$ cat src/rtl/connect4_pkg.sv
// connect4_pkg: board geometry, cell codes, arbiter states and row-start table
package connect4_pkg;
    localparam int ROWS   = 6;
    localparam int COLS   = 7;
    localparam int CELL_W = 2;
    localparam int ADDR_W = 6;
    localparam int ROW_AW = 3;
    localparam int ROW_W  = COLS * CELL_W;
    localparam int CELLS  = ROWS * COLS;

    typedef enum logic [CELL_W-1:0] {EMPTY = 2'd0, P1 = 2'd1, P2 = 2'd2} cell_t;

    typedef enum logic [2:0] {
        S_IDLE, S_V_RD, S_V_RET, S_G_RD, S_G_MOD, S_G_WR, S_CLR
    } arb_state_t;

    localparam logic [ROWS-1:0][ADDR_W-1:0] ROW_START =
        {6'd35, 6'd28, 6'd21, 6'd14, 6'd7, 6'd0};
endpackage

$ cat src/rtl/cell_addr_decode.sv
// cell_addr_decode: cell index to {row, col, valid} by compare-subtract against row starts
module cell_addr_decode
    import connect4_pkg::*;
(
    input  logic [ADDR_W-1:0] addr,
    output logic [ROW_AW-1:0] row,
    output logic [ROW_AW-1:0] col,
    output logic              valid
);
    always_comb begin
        row = '0;
        col = addr[ROW_AW-1:0];
        for (int r = 1; r < ROWS; r++) begin
            if (addr >= ROW_START[r]) begin
                row = ROW_AW'(r);
                col = ROW_AW'(addr - ROW_START[r]);
            end
        end
        valid = addr < ADDR_W'(CELLS);
    end
endmodule

$ cat src/rtl/board_mem_arbiter.sv
// board_mem_arbiter: single-port board RAM owner arbitrating VGA row reads,
// game-logic cell read/RMW-write and the new-game clear sweep.
module board_mem_arbiter
    import connect4_pkg::*;
(
    input  logic              clk,
    input  logic              rst,
    input  logic              vga_rden,
    input  logic [ADDR_W-1:0] vga_addr,
    output logic [ROW_W-1:0]  vga_data,
    output logic              vga_ready,
    input  logic              gl_req,
    input  logic              gl_we,
    input  logic [ADDR_W-1:0] gl_addr,
    input  logic [CELL_W-1:0] gl_wdata,
    output logic [CELL_W-1:0] gl_rdata,
    output logic              gl_done,
    input  logic              clr_req,
    output logic              clr_done,
    output logic              busy,
    output logic [ROW_AW-1:0] ram_addr,
    output logic              ram_we,
    output logic [ROW_W-1:0]  ram_wdata,
    input  logic [ROW_W-1:0]  ram_rdata
);
    arb_state_t        state_q, state_d;
    logic [ROW_W-1:0]  vga_data_q, vga_data_d;
    logic              vga_ready_q, vga_ready_d;
    logic [CELL_W-1:0] gl_rdata_q, gl_rdata_d;
    logic              gl_done_q, gl_done_d;
    logic              clr_done_q, clr_done_d;
    logic [ROW_AW-1:0] ram_addr_q, ram_addr_d;
    logic              ram_we_q, ram_we_d;
    logic [ROW_W-1:0]  ram_wdata_q, ram_wdata_d;
    logic              v_arm_q, v_arm_d, g_arm_q, g_arm_d, c_arm_q, c_arm_d;
    logic              v_inv_q, v_inv_d, g_inv_q, g_inv_d, g_we_q, g_we_d;
    logic [CELL_W-1:0] g_wd_q, g_wd_d;
    logic [ROW_AW-1:0] g_col_q, g_col_d;
    logic [ROW_AW-1:0] v_row, v_col_unused, g_row, g_col;
    logic              v_valid, g_valid;
    logic [3:0]        sh;
    logic [ROW_W-1:0]  mask;

    cell_addr_decode u_vga_dec (.addr(vga_addr), .row(v_row), .col(v_col_unused), .valid(v_valid));
    cell_addr_decode u_gl_dec  (.addr(gl_addr),  .row(g_row), .col(g_col),        .valid(g_valid));

    always_comb begin
        state_d     = state_q;
        vga_data_d  = vga_data_q;
        vga_ready_d = 1'b0;
        gl_rdata_d  = gl_rdata_q;
        gl_done_d   = 1'b0;
        clr_done_d  = 1'b0;
        ram_addr_d  = ram_addr_q;
        ram_we_d    = 1'b0;
        ram_wdata_d = ram_wdata_q;
        // a requester re-arms once its request has been seen low
        v_arm_d     = v_arm_q | ~vga_rden;
        g_arm_d     = g_arm_q | ~gl_req;
        c_arm_d     = c_arm_q | ~clr_req;
        v_inv_d     = v_inv_q;
        g_inv_d     = g_inv_q;
        g_we_d      = g_we_q;
        g_wd_d      = g_wd_q;
        g_col_d     = g_col_q;
        sh          = {g_col_q, 1'b0};
        mask        = ROW_W'(2'b11) << sh;
        case (state_q)
            S_IDLE: begin
                if (vga_rden && v_arm_q) begin
                    state_d    = S_V_RD;
                    v_inv_d    = ~v_valid;
                    ram_addr_d = v_valid ? v_row : ram_addr_q;
                end else if (clr_req && c_arm_q) begin
                    state_d     = S_CLR;
                    ram_addr_d  = '0;
                    ram_we_d    = 1'b1;
                    ram_wdata_d = '0;
                end else if (gl_req && g_arm_q) begin
                    // out-of-range cells skip the RAM and finish from G_MOD
                    state_d    = g_valid ? S_G_RD : S_G_MOD;
                    g_inv_d    = ~g_valid;
                    g_we_d     = gl_we;
                    g_wd_d     = gl_wdata;
                    g_col_d    = g_col;
                    ram_addr_d = g_valid ? g_row : ram_addr_q;
                end
            end
            S_V_RD: state_d = S_V_RET;
            S_V_RET: begin
                vga_data_d  = v_inv_q ? '0 : ram_rdata;
                vga_ready_d = 1'b1;
                v_arm_d     = 1'b0;
                state_d     = S_IDLE;
            end
            S_G_RD: state_d = S_G_MOD;
            S_G_MOD: begin
                gl_rdata_d = g_inv_q ? '0 : CELL_W'(ram_rdata >> sh);
                if (g_we_q && !g_inv_q) begin
                    state_d     = S_G_WR;
                    ram_we_d    = 1'b1;
                    ram_wdata_d = (ram_rdata & ~mask) | (ROW_W'(g_wd_q) << sh);
                end else begin
                    gl_done_d = 1'b1;
                    g_arm_d   = 1'b0;
                    state_d   = S_IDLE;
                end
            end
            S_G_WR: begin
                gl_done_d = 1'b1;
                g_arm_d   = 1'b0;
                state_d   = S_IDLE;
            end
            S_CLR: begin
                if (ram_addr_q == ROW_AW'(ROWS - 1)) begin
                    clr_done_d = 1'b1;
                    c_arm_d    = 1'b0;
                    state_d    = S_IDLE;
                end else begin
                    ram_addr_d = ram_addr_q + ROW_AW'(1);
                    ram_we_d   = 1'b1;
                end
            end
            default: state_d = S_IDLE;
        endcase
    end

    always_ff @(posedge clk) begin
        if (!rst) begin
            state_q     <= S_IDLE;
            vga_data_q  <= '0;
            vga_ready_q <= 1'b0;
            gl_rdata_q  <= '0;
            gl_done_q   <= 1'b0;
            clr_done_q  <= 1'b0;
            ram_addr_q  <= '0;
            ram_we_q    <= 1'b0;
            ram_wdata_q <= '0;
            v_arm_q     <= 1'b1;
            g_arm_q     <= 1'b1;
            c_arm_q     <= 1'b1;
            v_inv_q     <= 1'b0;
            g_inv_q     <= 1'b0;
            g_we_q      <= 1'b0;
            g_wd_q      <= '0;
            g_col_q     <= '0;
        end else begin
            state_q     <= state_d;
            vga_data_q  <= vga_data_d;
            vga_ready_q <= vga_ready_d;
            gl_rdata_q  <= gl_rdata_d;
            gl_done_q   <= gl_done_d;
            clr_done_q  <= clr_done_d;
            ram_addr_q  <= ram_addr_d;
            ram_we_q    <= ram_we_d;
            ram_wdata_q <= ram_wdata_d;
            v_arm_q     <= v_arm_d;
            g_arm_q     <= g_arm_d;
            c_arm_q     <= c_arm_d;
            v_inv_q     <= v_inv_d;
            g_inv_q     <= g_inv_d;
            g_we_q      <= g_we_d;
            g_wd_q      <= g_wd_d;
            g_col_q     <= g_col_d;
        end
    end

    assign vga_data  = vga_data_q;
    assign vga_ready = vga_ready_q;
    assign gl_rdata  = gl_rdata_q;
    assign gl_done   = gl_done_q;
    assign clr_done  = clr_done_q;
    assign ram_addr  = ram_addr_q;
    assign ram_we    = ram_we_q;
    assign ram_wdata = ram_wdata_q;
    assign busy      = state_q != S_IDLE;
endmodule

$ cat config.mk
export PLATFORM = sky130hd
export DESIGN_NAME = board_mem_arbiter
export DESIGN_NICKNAME = d
export VERILOG_FILES = /design/src/rtl/connect4_pkg.sv /design/src/rtl/cell_addr_decode.sv /design/src/rtl/board_mem_arbiter.sv
export SDC_FILE = /design/constraint.sdc
export NUM_CORES = 1
export LEC_CHECK = 0
export BUFFER_PORTS_ARGS = -buffer_cell sky130_fd_sc_hd__buf_2
export CORE_MARGIN = 2
export CORE_UTILIZATION = 50
export DETAILED_ROUTE_END_ITERATION = 10
export PLACE_DENSITY_LB_ADDON = 0.2
export SYNTH_ARGS = -nofsm -noshare
export SYNTH_HDL_FRONTEND = slang
export SYNTH_SLANG_ARGS = --single-unit
$ cat constraint.sdc
create_clock -name clk -period 4.65 [get_ports clk]
set_input_delay 0 -clock clk [delete_from_list [all_inputs] [get_ports clk]]
set_output_delay 0 -clock clk [all_outputs]
set_load 0.1 [all_outputs]
==> metrics.txt, run 1 <==
crit-path max FO=17; ANT nets after route=0; Clock Path Buffers=2; CTS H-tree depth=2; unrepaired setup endpoints after global routing=no; clock tree from TritonCTS=yes; Die H=79.2 um; Final Non-Filler Cells=469; cells along the critical path=or3b_4, or3b_1, o31a_4, o2bb2ai_1, and2_1; Least-Margin Pin Slew=0.963 ns; Die X-Extent=79.2 um; Critical Path AT=2.47 ns; Setup TNS Final=0 ns; cts bufs inserted=5; Post-synth top flop=dfxtp_1; EDFF count, synth=0; io pins=72; CP max stage cell=or3b_1; final WL=7140 um; final worst path period need=2.28 ns; detailed placement HPWL=5050 um; WP buf/inv=0; Mapped Cells=321; max-cap violations=0; Wirelength per Cell=15.2 um; PortBufs=71; leakage=1.51 nW; Compound-Gate Fraction of Synth Area=25.6%; clock slew at reported path FFs=0.09 ns; GR Overflow Total=0; number of global-route vias before repair=2444; ranking of synthesized cells by area=dfxtp_1 (36%), mux2i_1 (7.8%), nor2b_1 (4.9%); row cnt=27; Starting Density=51.7%; Placed Cells=442; Yosys reg bits=51; initial antenna violation count=0; syn_nets=363; Clock Latency Late Sink=0.30 ns; Post-Synth Adder-Cell Area=3.54%; CP top delay family=simple AND/OR/NAND/NOR gates; status=finished, final reports clean; register area share after synthesis=36.1%; CP Capture Type=flop; full die area=6270 um2; largest net degree at the start of global routing=42; worst vdd ir=0.288 mV; FMAX=439 MHz; Starting DRT DRC Count=196; critical path required time=4.85 ns; global-route wire length before repair=11700 um; area of the core=5470 um2; Slew Viols, Final=0; synthesis-to-finish area growth=22.7%; XOR/XNOR Fraction of Synth Area=0.310%; post-synth top area share=36.1%; Syn Std Cell Area=2830 um2; vias per inst=5.68; Hold Crit Class=in -> reg; Final Setup Violations=0; routed vias=2662; synth unique cells=57; Largest stage delay, worst path=0.62 ns; Root Driver=clkbuf_8; Final Skew=0.00850 ns; Post-CTS Resized=0; part of the cycle the worst path needs=49.0%; Async SR Flop Fraction=0%; top-count cell post-synth=dfxtp_1; postcts setup bufs=0; power per cell area=338 nW/um2; Final nets=438; leading area contributor after synthesis=dfxtp_1; Post-synth top cells=dfxtp_1 (51), nand2_1 (26), mux2i_1 (22), nor2b_1 (22), a21oi_1 (21); n_diodes=0; share of cells above drive strength 1=21.9%; drt first pass iters=4; Sink Count=51; Avg Inst Size Synth=8.81 um2; Hold Vio Cnt, Final=0; Post-Synth Simple-Gate Area=20.3%; CTS Hold Bufs=19; GPL Wtd Cong=0.867; mux share of post-synthesis cell area=9.38%; DRC=0; synth warn=0; main combinational cell family by area after synthesis=compound AO/OA/AOI/OAI gates; Crit Path Class=reg -> reg; Tot GR Track Use=23.1%; Worst setup SP type=flop; max_slew headroom=35.7%
## cells by family after synthesis
kind of cell             count (synthesis)
AO/OA/AOI/OAI                          100
XOR/XNOR                                 1
adder cells (fa/ha/maj)                  8
buffers and inverters                   32
flip-flops                              51
multiplexers                            24
AND/OR/NAND/NOR                        105
## tightest hold or removal path, delay by kind of cell
family,cells,cell delay (ns)
buffers and inverters,1,0.12
AOI/OAI and AO/OA,1,0.08
and+or+nand+nor,1,0.13
## stage by stage
step	power (mW)	setup WS, ns	hold WS, ns	cell area [um2]	utilization [%]
after global routing	1.23	2.27	0.102	3470	63.4
after global placement	0.887	2.46	0.241	3180	58.1
final	1.17	2.37	0.0692	3470	63.4
after floorplan	0.817	2.51	0.108	2830	-
after detailed placement	0.891	2.41	0.246	3180	58.1
after CTS	1.18	2.38	0.0700	3470	63.4
## power by group
part / total [mW] / switching, mW / internal [mW] / leakage (nW)
logic: 0.396 / 0.282 / 0.114 / 1.05
clock network: 0.277 / 0.141 / 0.136 / 0.0515
registers: 0.501 / 0.0349 / 0.466 / 0.414
total: 1.17 / 0.457 / 0.716 / 1.51
## cell type report
| class | count | area, um2 |
|---|---|---|
| inverter | 9 | 33.8 |
| tap | 72 | 90.1 |
| multi-input combinational | 238 | 1670 |
| sequential | 51 | 1020 |
| timing repair buffer | 91 | 553 |
| clock buffer | 8 | 100 |
| fill | 486 | 2000 |
## placed cells by master, fill, tap and decap left out, types with 2 or more instances in the layout
cell	netlist	final
dlygate4sd3_1	0	19
nand2_1	26	26
nand3_1	4	4
a21boi_1	2	2
buf_2	7	71
o221ai_1	2	2
nand2b_1	4	4
o21a_1	3	3
o21ai_0	13	13
nor2_1	17	17
ha_1	8	8
a21oi_1	21	21
and2_1	6	6
nor3b_1	10	10
nor2b_1	22	22
mux4_2	2	2
o22ai_1	2	2
a31oi_1	4	4
dfxtp_1	51	51
inv_1	9	9
nand3b_1	4	4
a21boi_0	4	4
nor3_1	6	6
a211o_1	3	3
a221oi_1	2	2
o31ai_1	2	2
o2bb2ai_1	2	2
clkbuf_8	0	7
o21bai_1	2	2
mux2i_1	22	22
a22oi_1	2	2
a22o_1	14	14
o211ai_1	6	6
## routing by layer
layer	track usage [%]	vias up	part of all wire, %
met1	32.7	1240	48
li1	-	1320	-
met5	0	-	0
met3	3.30	8	4.9
met2	37.4	94	46
met4	5.17	0	0.87
## worst paths after layout
check / slack, ns / cells after the start / startpoint / endpoint
hold / removal: 0.07 / 3 / gl_req / g_arm_q
setup / recovery: 2.37 / 5 / state_q[2] / ram_wdata[10]
hold reg to reg: 0.48 / 1 / vga_data[3] / vga_data[3]
setup reg to reg: 2.37 / 5 / state_q[2] / ram_wdata[10]
## sequential cells by signal (all words and copies together) (netlist names), 2 cells and up
signal and cells:
g_col_q 3, g_wd_q 2, gl_rdata 2, ram_addr 3, ram_wdata 14, state_q 3, vga_data 14
Note: power is estimated with default switching activity, not from simulation.
==> run 2, diff against run 1 <==
--- a/config.mk
+++ b/config.mk
@@ -5,9 +5,10 @@
 export SDC_FILE = /design/constraint.sdc
 export NUM_CORES = 1
 export LEC_CHECK = 0
+export ABC_AREA = 1
 export BUFFER_PORTS_ARGS = -buffer_cell sky130_fd_sc_hd__buf_2
 export CORE_MARGIN = 2
-export CORE_UTILIZATION = 50
+export CORE_UTILIZATION = 48
 export DETAILED_ROUTE_END_ITERATION = 10
 export PLACE_DENSITY_LB_ADDON = 0.2
 export SYNTH_ARGS = -nofsm -noshare
==> constraint.sdc (replaced) <==
create_clock -name clk -period 2 [get_ports clk]
set_input_delay 0 -clock clk [delete_from_list [all_inputs] [get_ports clk]]
set_output_delay 0 -clock clk [all_outputs]
set_load 0.1 [all_outputs]
==> run 2 against run 1 <==
  * Global-route usage increased by 0.99 points
  * Critical path type unchanged
  * Synthesized cell count increased by 29%
  * Critical endpoint is now ram_wdata[5]
  * Clock power increased to 3.1 times the previous value
  * Largest power group is now combinational cells
==> metrics.txt, run 2 <==
status=finished, final reports clean; mux share of post-synthesis cell area=0%; Die X-Extent=81.0 um; Starting Density=49.0%; Wirelength per Cell=13.2 um; Min Hold Slack=0.0164 ns; Avg Inst Size Synth=6.88 um2; worst vdd ir=0.467 mV; Post-synth top flop=dfxtp_1; Yosys reg bits=51; PortBufs=71; Die H=81.0 um; Largest stage delay, worst path=0.39 ns; EDFF count, synth=0; full die area=6570 um2; vias per inst=5.22; syn_nets=456; max_slew headroom=66.9%; Async SR Flop Fraction=0%; detailed placement HPWL=5610 um; GPL Wtd Cong=0.869; final worst path period need=1.61 ns; Worst setup SP type=flop; fillcell total=556; Hold Crit Class=in -> reg; critical path required time=2.26 ns; XOR/XNOR Fraction of Synth Area=0.923%; Least-Margin Pin Slew=0.500 ns; Place WS=0.394 ns; final worst slack=0.394 ns; Slew Viols, Final=0; leakage=1.71 nW; share of cells above drive strength 1=23.1%; crit-path max FO=15; Root Driver=clkbuf_8; Post-synth top cells=nand2_1 (90), dfxtp_1 (51), inv_1 (49); Post-Synth Adder-Cell Area=3.51%; cts bufs inserted=5; routed vias=3013; synth unique cells=36; Crit Path Class=reg -> reg; Sink Count=51; clock slew at reported path FFs=0.10 ns; CP Capture Type=flop; Starting DRT DRC Count=157; main combinational cell family by area after synthesis=simple AND/OR/NAND/NOR gates; cells along the critical path=nor2_2, nand2_2, inv_4, nand2_4, inv_2, a21oi_4, buf_4, nand2_1, a21oi_2; most frequent cells in the layout=nand2_1 (90), buf_2 (71), inv_1 (49), dfxtp_1 (49), nand3_1 (37); Final Skew=0.0132 ns; post-synth top area share=35.9%; part of the cycle the worst path needs=80.3%; top-count cell post-synth=nand2_1; row cnt=28; DRC=0; Final Setup Violations=0; Clock Path Buffers=2; leading area contributor after synthesis=dfxtp_1; synth warn=0; Clock Latency Late Sink=0.32 ns; register area share after synthesis=35.9%; CTS H-tree depth=2; clock tree from TritonCTS=yes; Critical Path AT=1.86 ns; number of global-route vias before repair=2724; final WL=7630 um; io pins=72; synthesis-to-finish area growth=25.5%; global-route wire length before repair=12400 um; Core Util, Final=61.4%; Mapped Cells=414; ranking of synthesized cells by area=dfxtp_1 (36%), nand2_1 (12%), nand3_1 (6.5%); unrepaired setup endpoints after global routing=no; WP buf/inv=3; initial antenna violation count=0; Tot GR Track Use=24.1%; ANT nets after route=0; FMAX=622 MHz; n_diodes=0; CP top delay family=compound AO/OA/AOI/OAI gates; area of the core=5820 um2; most common cell after layout, fill and taps aside=nand2_1; Syn Std Cell Area=2850 um2; Compound-Gate Fraction of Synth Area=21.3%; postcts setup bufs=0; Post-Synth Simple-Gate Area=28.5%; GR Overflow Total=0; Setup TNS Final=0 ns; Hold Vio Cnt, Final=0; CP max stage cell=dfxtp_1; Final nets=543; max-cap violations=0; drt first pass iters=5; largest net degree at the start of global routing=28; power per cell area=970 nW/um2
==> run 2: worst reg2reg max path: stages (launching register included) <==
cell,delay (ns)
dfxtp_1,0.39
nor2_2,0.08
nand2_2,0.12
inv_4,0.10
nand2_4,0.08
inv_2,0.06
a21oi_4,0.30
buf_4,0.23
nand2_1,0.08
a21oi_2,0.12
==> run 2: metrics by stage <==
step                power (mW)  instances  cell area [um2]
floorplan                 2.34        414             2850
global placement          2.58        552             3270
detailed placement        2.59        552             3270
CTS                       3.47        577             3570
global route              3.64        577             3570
finish                    3.47        577             3570
==> run 2: area by class of cell <==
cell class / instances / area [um2] / area share, %
well taps: 75 / 93.8 / 2.63
inverters: 56 / 213 / 5.95
repair buffers: 93 / 563 / 15.8
clock inverters: 3 / 67.6 / 1.89
clock buffers: 5 / 68.8 / 1.93
flip-flops and latches: 51 / 1020 / 28.6
multi-input cells: 294 / 1540 / 43.2
==> run 2: logic make-up (layout without fill, tap and decap cells) <==
group / Yosys count / in the layout
AO/OA/AOI/OAI: 100 / 100
adder cells (fa/ha/maj): 8 / 8
buffers and inverters: 69 / 157
AND/OR/NAND/NOR: 183 / 183
XOR/XNOR: 3 / 3
flip-flops: 51 / 51
==> run 2: power by group <==
part | switching, mW | leakage, nW | internal [mW]
Sequential | 0.0895 | 0.415 | 1.12
Combinational | 1.08 | 1.23 | 0.313
Clock | 0.364 | 0.0644 | 0.499
==> run 2: repair_timing <==
action                    CTS  global route
hold endpoints to repair   17             0
resized for setup           0             0
hold buffers               17             0
==> run 2: path summary, 6_finish.rpt <==
| kind | from | end | slack (ns) | cells past startpoint |
|---|---|---|---|---|
| worst max-delay path | state_q[0] | ram_wdata[5] | 0.39 | 9 |
| worst min-delay path | ram_rdata[7] | vga_data[7] | 0.02 | 3 |
| worst max register to register | state_q[0] | ram_wdata[5] | 0.39 | 9 |
| worst min register to register | v_arm_q | v_arm_q | 0.47 | 2 |
==> run 2: routing by layer <==
metal	vias to the layer above	track usage, %	wire length (um)
met1	1344	32.8	3580
met3	11	4.00	377
li1	1555	-	-
met5	-	0	0
met2	103	39.0	3570
met4	0	7.46	106
